$ cat src/rtl/mem_arb_pkg.sv
`default_nettype none
// ============================================================================
//  Package   : mem_arb_pkg
//  Purpose   : Shared types and constants for the memory port arbiter:
//              FSM state encodings and grant-select values.
//  Revision  : 1.0  initial release
// ============================================================================
package mem_arb_pkg;

  // Arbiter FSM states, explicitly 2 bits wide
  typedef enum logic [1:0] {
    IDLE  = 2'd0,
    IBUSY = 2'd1,
    DBUSY = 2'd2,
    IDROP = 2'd3
  } arb_state_t;

  // Grant select: which requester owns the next memory transaction
  localparam logic GNT_I = 1'b0;
  localparam logic GNT_D = 1'b1;

endpackage : mem_arb_pkg
`default_nettype wire

$ cat src/rtl/mem_port_arbiter_if.sv
`default_nettype none
// ============================================================================
//  Interface : mem_port_arbiter_if
//  Purpose   : Bundles the fetch port, data port, shared memory port and the
//              busy indication of the memory port arbiter.
//              master - arbiter view (drives acks, read data, memory command)
//              slave  - environment view (pipeline requesters and memory)
//  Revision  : 1.0  initial release
// ============================================================================
interface mem_port_arbiter_if #(
  parameter int AW = 32,
  parameter int DW = 32
);

  // Instruction-fetch port
  logic            i_req;
  logic [AW-1:0]   i_addr;
  logic            i_cancel;
  logic            i_ack;
  logic [DW-1:0]   i_rdata;

  // Data-memory port
  logic            d_req;
  logic [DW/8-1:0] d_we;
  logic [AW-1:0]   d_addr;
  logic [DW-1:0]   d_wdata;
  logic            d_ack;
  logic [DW-1:0]   d_rdata;

  // Shared memory port
  logic            m_req;
  logic [DW/8-1:0] m_we;
  logic [AW-1:0]   m_addr;
  logic [DW-1:0]   m_wdata;
  logic            m_ready;
  logic [DW-1:0]   m_rdata;

  // Status
  logic            busy;

  modport master (
    input  i_req, i_addr, i_cancel,
    output i_ack, i_rdata,
    input  d_req, d_we, d_addr, d_wdata,
    output d_ack, d_rdata,
    output m_req, m_we, m_addr, m_wdata,
    input  m_ready, m_rdata,
    output busy
  );

  modport slave (
    output i_req, i_addr, i_cancel,
    input  i_ack, i_rdata,
    output d_req, d_we, d_addr, d_wdata,
    input  d_ack, d_rdata,
    input  m_req, m_we, m_addr, m_wdata,
    output m_ready, m_rdata,
    input  busy
  );

endinterface : mem_port_arbiter_if
`default_nettype wire

$ cat src/rtl/mem_port_arbiter.sv
`default_nettype none
// ============================================================================
//  Module    : mem_port_arbiter
//  Purpose   : Shares one single-ported, variable-latency memory between the
//              instruction-fetch and data-memory ports. One transaction in
//              flight; completion is a one-cycle ack to the owning port.
//              A fetch cancelled while in flight is drained silently (IDROP).
//  Options   : ARB_FAIR_EN - when defined, a fairness flag lets a starved
//              fetch win the next conflict after data won the previous one.
//              Undefined: strict data priority.
//  Revision  : 1.0  initial release
// ============================================================================
module mem_port_arbiter
  import mem_arb_pkg::*;
#(
  parameter int AW = 32,
  parameter int DW = 32
) (
  input  logic               clk,
  input  logic               rst,
  mem_port_arbiter_if.master bus
);

  arb_state_t      r_state;
  arb_state_t      w_nextState;

  logic            r_mReq;
  logic [DW/8-1:0] r_mWe;
  logic [AW-1:0]   r_mAddr;
  logic [DW-1:0]   r_mWdata;

  logic            w_fetchReq;
  logic            w_anyReq;
  logic            w_grant;
  logic            w_launch;

`ifdef ARB_FAIR_EN
  logic            r_fairFlag;
`endif

  // Arbitration: a cancelled fetch does not compete; data wins conflicts
  // unless the fairness flag says fetch is owed a turn
  always_comb begin
    w_fetchReq = bus.i_req & ~bus.i_cancel;
    w_anyReq   = w_fetchReq | bus.d_req;
    w_grant    = bus.d_req ? GNT_D : GNT_I;
`ifdef ARB_FAIR_EN
    if (bus.d_req && w_fetchReq && r_fairFlag) begin
      w_grant = GNT_I;
    end
`endif
    w_launch   = (r_state == IDLE) && w_anyReq;
  end

  // State register
  always_ff @(posedge clk or negedge rst) begin
    if (!rst) begin
      r_state <= IDLE;
    end else begin
      r_state <= w_nextState;
    end
  end

  // Next-state logic
  always_comb begin
    w_nextState = r_state;
    case (r_state)
      IDLE: begin
        if (w_anyReq) begin
          w_nextState = (w_grant == GNT_D) ? DBUSY : IBUSY;
        end
      end
      IBUSY: begin
        // Completion wins over cancel: the fetch is simply not acknowledged
        if (bus.m_ready) begin
          w_nextState = IDLE;
        end else if (bus.i_cancel) begin
          w_nextState = IDROP;
        end
      end
      DBUSY, IDROP: begin
        if (bus.m_ready) begin
          w_nextState = IDLE;
        end
      end
      default: w_nextState = IDLE;
    endcase
  end

  // Output logic: single-cycle acks gated by the completing state
  always_comb begin
    bus.i_ack = 1'b0;
    bus.d_ack = 1'b0;
    bus.busy  = (r_state != IDLE);
    case (r_state)
      IBUSY:   bus.i_ack = bus.m_ready & ~bus.i_cancel;
      DBUSY:   bus.d_ack = bus.m_ready;
      default: ;
    endcase
  end

  // Memory command registers: latched at launch, held until completion
  always_ff @(posedge clk or negedge rst) begin
    if (!rst) begin
      r_mReq   <= 1'b0;
      r_mWe    <= '0;
      r_mAddr  <= '0;
      r_mWdata <= '0;
    end else begin
      r_mReq <= (w_nextState != IDLE);
      if (w_launch) begin
        if (w_grant == GNT_D) begin
          r_mWe    <= bus.d_we;
          r_mAddr  <= bus.d_addr;
          r_mWdata <= bus.d_wdata;
        end else begin
          r_mWe    <= '0;
          r_mAddr  <= bus.i_addr;
          r_mWdata <= '0;
        end
      end
    end
  end

`ifdef ARB_FAIR_EN
  // Fairness flag: remembers who won the last fetch/data conflict
  always_ff @(posedge clk or negedge rst) begin
    if (!rst) begin
      r_fairFlag <= 1'b0;
    end else if (w_launch && w_fetchReq && bus.d_req) begin
      r_fairFlag <= (w_grant == GNT_D);
    end
  end
`endif

  assign bus.m_req   = r_mReq;
  assign bus.m_we    = r_mWe;
  assign bus.m_addr  = r_mAddr;
  assign bus.m_wdata = r_mWdata;

  // Read data is a straight pass-through; only meaningful in the ack cycle
  assign bus.i_rdata = bus.m_rdata;
  assign bus.d_rdata = bus.m_rdata;

endmodule : mem_port_arbiter
`default_nettype wire

$ cat src/flat_wrapper.sv
// flat-port wrapper written by rule: the top's interface ports become plain ports
module mem_port_arbiter_flat import mem_arb_pkg::*;
#(
  parameter int AW = 32,
  parameter int DW = 32
)
  (clk, rst, bus_i_req, bus_i_addr, bus_i_cancel, bus_i_ack, bus_i_rdata, bus_d_req, bus_d_we, bus_d_addr, bus_d_wdata, bus_d_ack, bus_d_rdata, bus_m_req, bus_m_we, bus_m_addr, bus_m_wdata, bus_m_ready, bus_m_rdata, bus_busy);
  mem_port_arbiter_if #(.AW(AW), .DW(DW)) bus_i ();
  input  logic clk;
  input  logic rst;
  input wire logic [$bits(bus_i.i_req)-1:0] bus_i_req;
  input wire logic [$bits(bus_i.i_addr)-1:0] bus_i_addr;
  input wire logic [$bits(bus_i.i_cancel)-1:0] bus_i_cancel;
  output wire logic [$bits(bus_i.i_ack)-1:0] bus_i_ack;
  output wire logic [$bits(bus_i.i_rdata)-1:0] bus_i_rdata;
  input wire logic [$bits(bus_i.d_req)-1:0] bus_d_req;
  input wire logic [$bits(bus_i.d_we)-1:0] bus_d_we;
  input wire logic [$bits(bus_i.d_addr)-1:0] bus_d_addr;
  input wire logic [$bits(bus_i.d_wdata)-1:0] bus_d_wdata;
  output wire logic [$bits(bus_i.d_ack)-1:0] bus_d_ack;
  output wire logic [$bits(bus_i.d_rdata)-1:0] bus_d_rdata;
  output wire logic [$bits(bus_i.m_req)-1:0] bus_m_req;
  output wire logic [$bits(bus_i.m_we)-1:0] bus_m_we;
  output wire logic [$bits(bus_i.m_addr)-1:0] bus_m_addr;
  output wire logic [$bits(bus_i.m_wdata)-1:0] bus_m_wdata;
  input wire logic [$bits(bus_i.m_ready)-1:0] bus_m_ready;
  input wire logic [$bits(bus_i.m_rdata)-1:0] bus_m_rdata;
  output wire logic [$bits(bus_i.busy)-1:0] bus_busy;
  assign bus_i.i_req = bus_i_req;
  assign bus_i.i_addr = bus_i_addr;
  assign bus_i.i_cancel = bus_i_cancel;
  assign bus_i_ack = bus_i.i_ack;
  assign bus_i_rdata = bus_i.i_rdata;
  assign bus_i.d_req = bus_d_req;
  assign bus_i.d_we = bus_d_we;
  assign bus_i.d_addr = bus_d_addr;
  assign bus_i.d_wdata = bus_d_wdata;
  assign bus_d_ack = bus_i.d_ack;
  assign bus_d_rdata = bus_i.d_rdata;
  assign bus_m_req = bus_i.m_req;
  assign bus_m_we = bus_i.m_we;
  assign bus_m_addr = bus_i.m_addr;
  assign bus_m_wdata = bus_i.m_wdata;
  assign bus_i.m_ready = bus_m_ready;
  assign bus_i.m_rdata = bus_m_rdata;
  assign bus_busy = bus_i.busy;
  mem_port_arbiter #(.AW(AW), .DW(DW)) u_core (.clk(clk), .rst(rst), .bus(bus_i));
endmodule
$ cat config.mk
export PLATFORM = sky130hd
export DESIGN_NAME = mem_port_arbiter_flat
export DESIGN_NICKNAME = d
export VERILOG_FILES = /design/src/rtl/mem_arb_pkg.sv /design/src/rtl/mem_port_arbiter_if.sv /design/src/rtl/mem_port_arbiter.sv /design/src/flat_wrapper.sv
export SDC_FILE = /design/constraint.sdc
export NUM_CORES = 1
export LEC_CHECK = 0
export CORE_ASPECT_RATIO = 1.1
export CORE_MARGIN = 4
export CORE_UTILIZATION = 34
export CTS_BUF_LIST = sky130_fd_sc_hd__clkbuf_4 sky130_fd_sc_hd__clkbuf_8
export CTS_CLUSTER_SIZE = 40
export DETAILED_ROUTE_END_ITERATION = 16
export PLACE_DENSITY = 0.85
export SYNTH_ARGS = -nofsm -noshare
export SYNTH_HDL_FRONTEND = slang
export SYNTH_SLANG_ARGS = --single-unit
$ cat constraint.sdc
create_clock -name clk -period 1.6 [get_ports clk]
set_clock_uncertainty 0.1 [all_clocks]
set_input_delay 0.32 -clock clk [delete_from_list [all_inputs] [get_ports clk]]
set_output_delay 0.32 -clock clk [all_outputs]
set_load 0.02 [all_outputs]
==> flow_summary.json, run 1 <==
{
  "path_cells": "or2_4 > o21bai_4 > buf_8 > buf_12 > mux2_2",
  "synth_top_area_share_pct": 50.77,
  "clock_path_buffers": 2,
  "hpwl_um": 7141,
  "clkSinkCount": 71,
  "critPathTopFamily": "flip-flops",
  "yosysUniqueCellTypes": 19,
  "wl_met1_um": 3352,
  "crit_required_ps": 1730,
  "cts_tree": "yes",
  "r2r_end": "u_core.bus.m_addr[2]",
  "regToRegSetupSlack_ps": -80,
  "grt_pass1_wl_um": 15460,
  "drc": 0,
  "start_util_pct": 35.22,
  "critPathArrivalTime_ps": 1810,
  "drv_cap": 0,
  "finalMaxSlewViolations": 0,
  "cts-root-buf": "clkbuf_8",
  "max_stage_delay_ps": 430,
  "rr_worst_depth": 5,
  "antenna_found_initial": 0,
  "startpoint_type": "flip-flop",
  "crit_end": "u_core.bus.m_addr[2]",
  "syn_nets": 399,
  "min_period_ps": 1680,
  "synthAdderAreaFrac_pct": 0,
  "synth_cells": 261,
  "fmax_mhz": 595.2,
  "core_area_um2": 9937,
  "hp-class": "in2reg",
  "grt_setup_unrepaired": "yes",
  "cts_buffers": 9,
  "power_density_nw_per_um2": 1359,
  "routabilityCongestion": 0.7594,
  "nets": 528,
  "worstReg2RegStart": "u_core.r_state[1]",
  "num_rows": 38,
  "drtIter0Drc": 63,
  "nFillCells": 888,
  "status": "finished with violations",
  "wl_met3_um": 939,
  "cp-startpoint": "u_core.r_state[1]",
  "avgSynthCellArea_um2": 13.41,
  "ys_seq_area_share_pct": 50.77,
  "met2_length_um": 5296,
  "worst_slew_pin_slew_ps": 368.4,
  "crit_slowest_cell": "dfrtp_1",
  "worst-path-stages": 5,
  "violations": "setup timing",
  "die_h_um": 114.4,
  "grt_start_max_net_pins": 72,
  "synth_top_family_by_area": "multiplexers",
  "hold_viol": 0,
  "muxShareOfSynthArea_pct": 20.88,
  "routedWlPerCell_um": 19.31,
  "dr.pass1.iters": 4,
  "cp_max_fo": 5,
  "path_class": "reg2reg",
  "end_kind": "flip-flop",
  "die_w_um": 104.7,
  "drive_above_1_share_pct": 27.59,
  "insertion_delay_ps": 340,
  "synth_compound_area_share_pct": 9.903,
  "cts_max_level": 3,
  "synth_warnings": 0,
  "antenna_cells": 0,
  "p_leak_uw": 0.002403,
  "ir_worst_vdd_mv": 0.6572,
  "synth_area_leader_cell": "dfrtp_1",
  "via_per_inst": 4.806,
  "finalSetupViolCount": 11,
  "synth_area_um2": 3500,
  "yosys-top-cells-area": "dfrtp_1 (51%), mux2_2 (21%), buf_4 (14%)",
  "relSlewSlack_pct": 75.44,
  "first_global_vias": 2918,
  "ioPinCount": 274,
  "syn_to_final_growth_pct": 50.38,
  "fin_total_pwr_uw": 7151,
  "final_antenna_net_count": 0,
  "final_cell_area_um2": 5263,
  "grt.total_usage_pct": 16.76,
  "ys_ff_latch": 71,
  "highest_layer": "met4",
  "setup_slack_ps": -79.99,
  "io_buffers": 177,
  "vias": 2475,
  "cp_num_buf_inv": 2,
  "drt_wl_total_um": 9944,
  "period_share_pct": 105.0,
  "dpl_cell_area_um2": 4951,
  "synth_simple_gate_area_share_pct": 1.680,
  "synth_xor_area_share_pct": 0,
  "overflow": 0,
  "clk_pin_slew_ps": 80,
  "dieArea_um2": 11980
}
==> cells by family (layout without fill, tap and decap cells) <==
group                  after synthesis  count (layout)
flip-flops                          71              71
multiplexers                        65              65
AO/OA/AOI/OAI                       39              39
buffers and inverters               78             212
AND/OR/NAND/NOR                      8               8
==> report_power, final <==
group          internal [uW]  switching, uW
clock                    741            734
combinational           1510           1510
sequential              2370            292
total                   4620           2530
==> cells in the final DEF (no fill, tap or decap) <==
master,n
buf_16,2
nor2b_4,1
or4b_1,1
clkinvlp_4,1
a22o_1,36
buf_2,2
nor3b_4,1
mux2_4,1
nand2_1,1
clkinv_4,1
inv_8,1
clkdlybuf4s50_1,101
dlygate4sd3_1,1
mux2i_1,1
inv_6,2
o21bai_4,1
dfrtp_1,71
clkbuf_8,9
mux2_2,63
bufinv_16,1
or2_2,1
clkbuf_16,1
buf_8,1
nor4bb_2,1
buf_4,6
o21bai_1,1
nor2_1,1
buf_12,6
dlygate4sd2_1,71
or2_4,1
buf_6,5
clkinv_2,1
a21oi_1,1
==> stage by stage <==
stage                     worst slack [ps]  util [%]  TNS (ps)  hold slack [ps]  instances
after floorplan                      24.64         -         0           -75.59        261
after global placement              -502.4     49.82    -19170            266.5        489
after detailed placement            -569.5     49.82    -21020            277.4        489
after CTS                           -118.7     52.66    -461.4            297.3        515
after global routing                -140.3     52.96     -1556            299.5        515
final                               -79.99     52.96    -407.4            319.2        515
==> sequential cells by signal, indices dropped and copies added, names as in the netlist <==
| signal | count |
|---|---|
| u_core.bus.m_wdata | 32 |
| u_core.bus.m_req | 1 |
| u_core.bus.m_we | 4 |
| u_core.bus.m_addr | 32 |
| u_core.r_state | 2 |
==> tightest hold or removal path: cells and delay by family <==
kind	cells	cell delay, ps
buf+inv	2	320
mux	1	80
==> worst min path at each step <==
stage	cells after the start	endpoint	start
2_1_floorplan	0	u_core.bus.m_addr[0]	rst
3_3_place_gp	2	u_core.bus.m_wdata[9]	rst
3_5_place_dp	2	u_core.bus.m_wdata[9]	rst
4_1_cts	3	u_core.r_state[0]	bus_m_ready
5_1_grt	3	u_core.r_state[1]	bus_m_ready
6_report	3	u_core.r_state[0]	bus_m_ready
==> layout make-up <==
class / instances / area (um2) / share of cell area, %
Timing Repair Buffer: 196 / 1969 / 37.42
Multi-Input combinational cell: 112 / 1162 / 22.09
Clock inverter: 7 / 80.08 / 1.522
Tap cell: 120 / 150.1 / 2.853
Clock buffer: 9 / 123.9 / 2.354
Sequential cell: 71 / 1777 / 33.76
==> metal layers <==
layer / track usage (%) / vias up
li1: - / 1125
met1: 16.92 / 1175
met2: 30.47 / 147
met3: 5.753 / 28
met4: 8.924 / 0
met5: 0 / -
==> synth_stat cells <==
master     n
a21oi_1    1
dfrtp_1   71
nor2b_1    1
or2_2      1
nor2_1     1
or2_1      1
clkbuf_1   1
buf_4     64
buf_2      7
or4b_1     1
o21bai_4   1
nor3b_2    1
mux2_2    64
buf_6      6
nor4bb_1   1
a22o_1    36
o21bai_1   1
mux2i_1    1
nand2_1    1
==> timing repair <==
action / in CTS / in global routing
pin swaps: 2 / 2
setup endpoints to repair: 86 / 67
endpoints found under the hold margin: 71 / 0
resized for setup: 95 / 10
hold buffers: 1 / 0
buffers inserted: 5 / 1
cloned: 4 / 1
Power figures use the tool's default switching activity.
==> inputs of run 2 (changes only) <==
--- a/config.mk
+++ b/config.mk
@@ -11,6 +11,7 @@
 export CTS_BUF_LIST = sky130_fd_sc_hd__clkbuf_4 sky130_fd_sc_hd__clkbuf_8
 export CTS_CLUSTER_SIZE = 40
 export DETAILED_ROUTE_END_ITERATION = 16
+export GPL_TIMING_DRIVEN = 1
 export PLACE_DENSITY = 0.85
 export SYNTH_ARGS = -nofsm -noshare
 export SYNTH_HDL_FRONTEND = slang
==> results of run 2 <==
No change in the layout: final DEF, timing and power equal those of run 1.
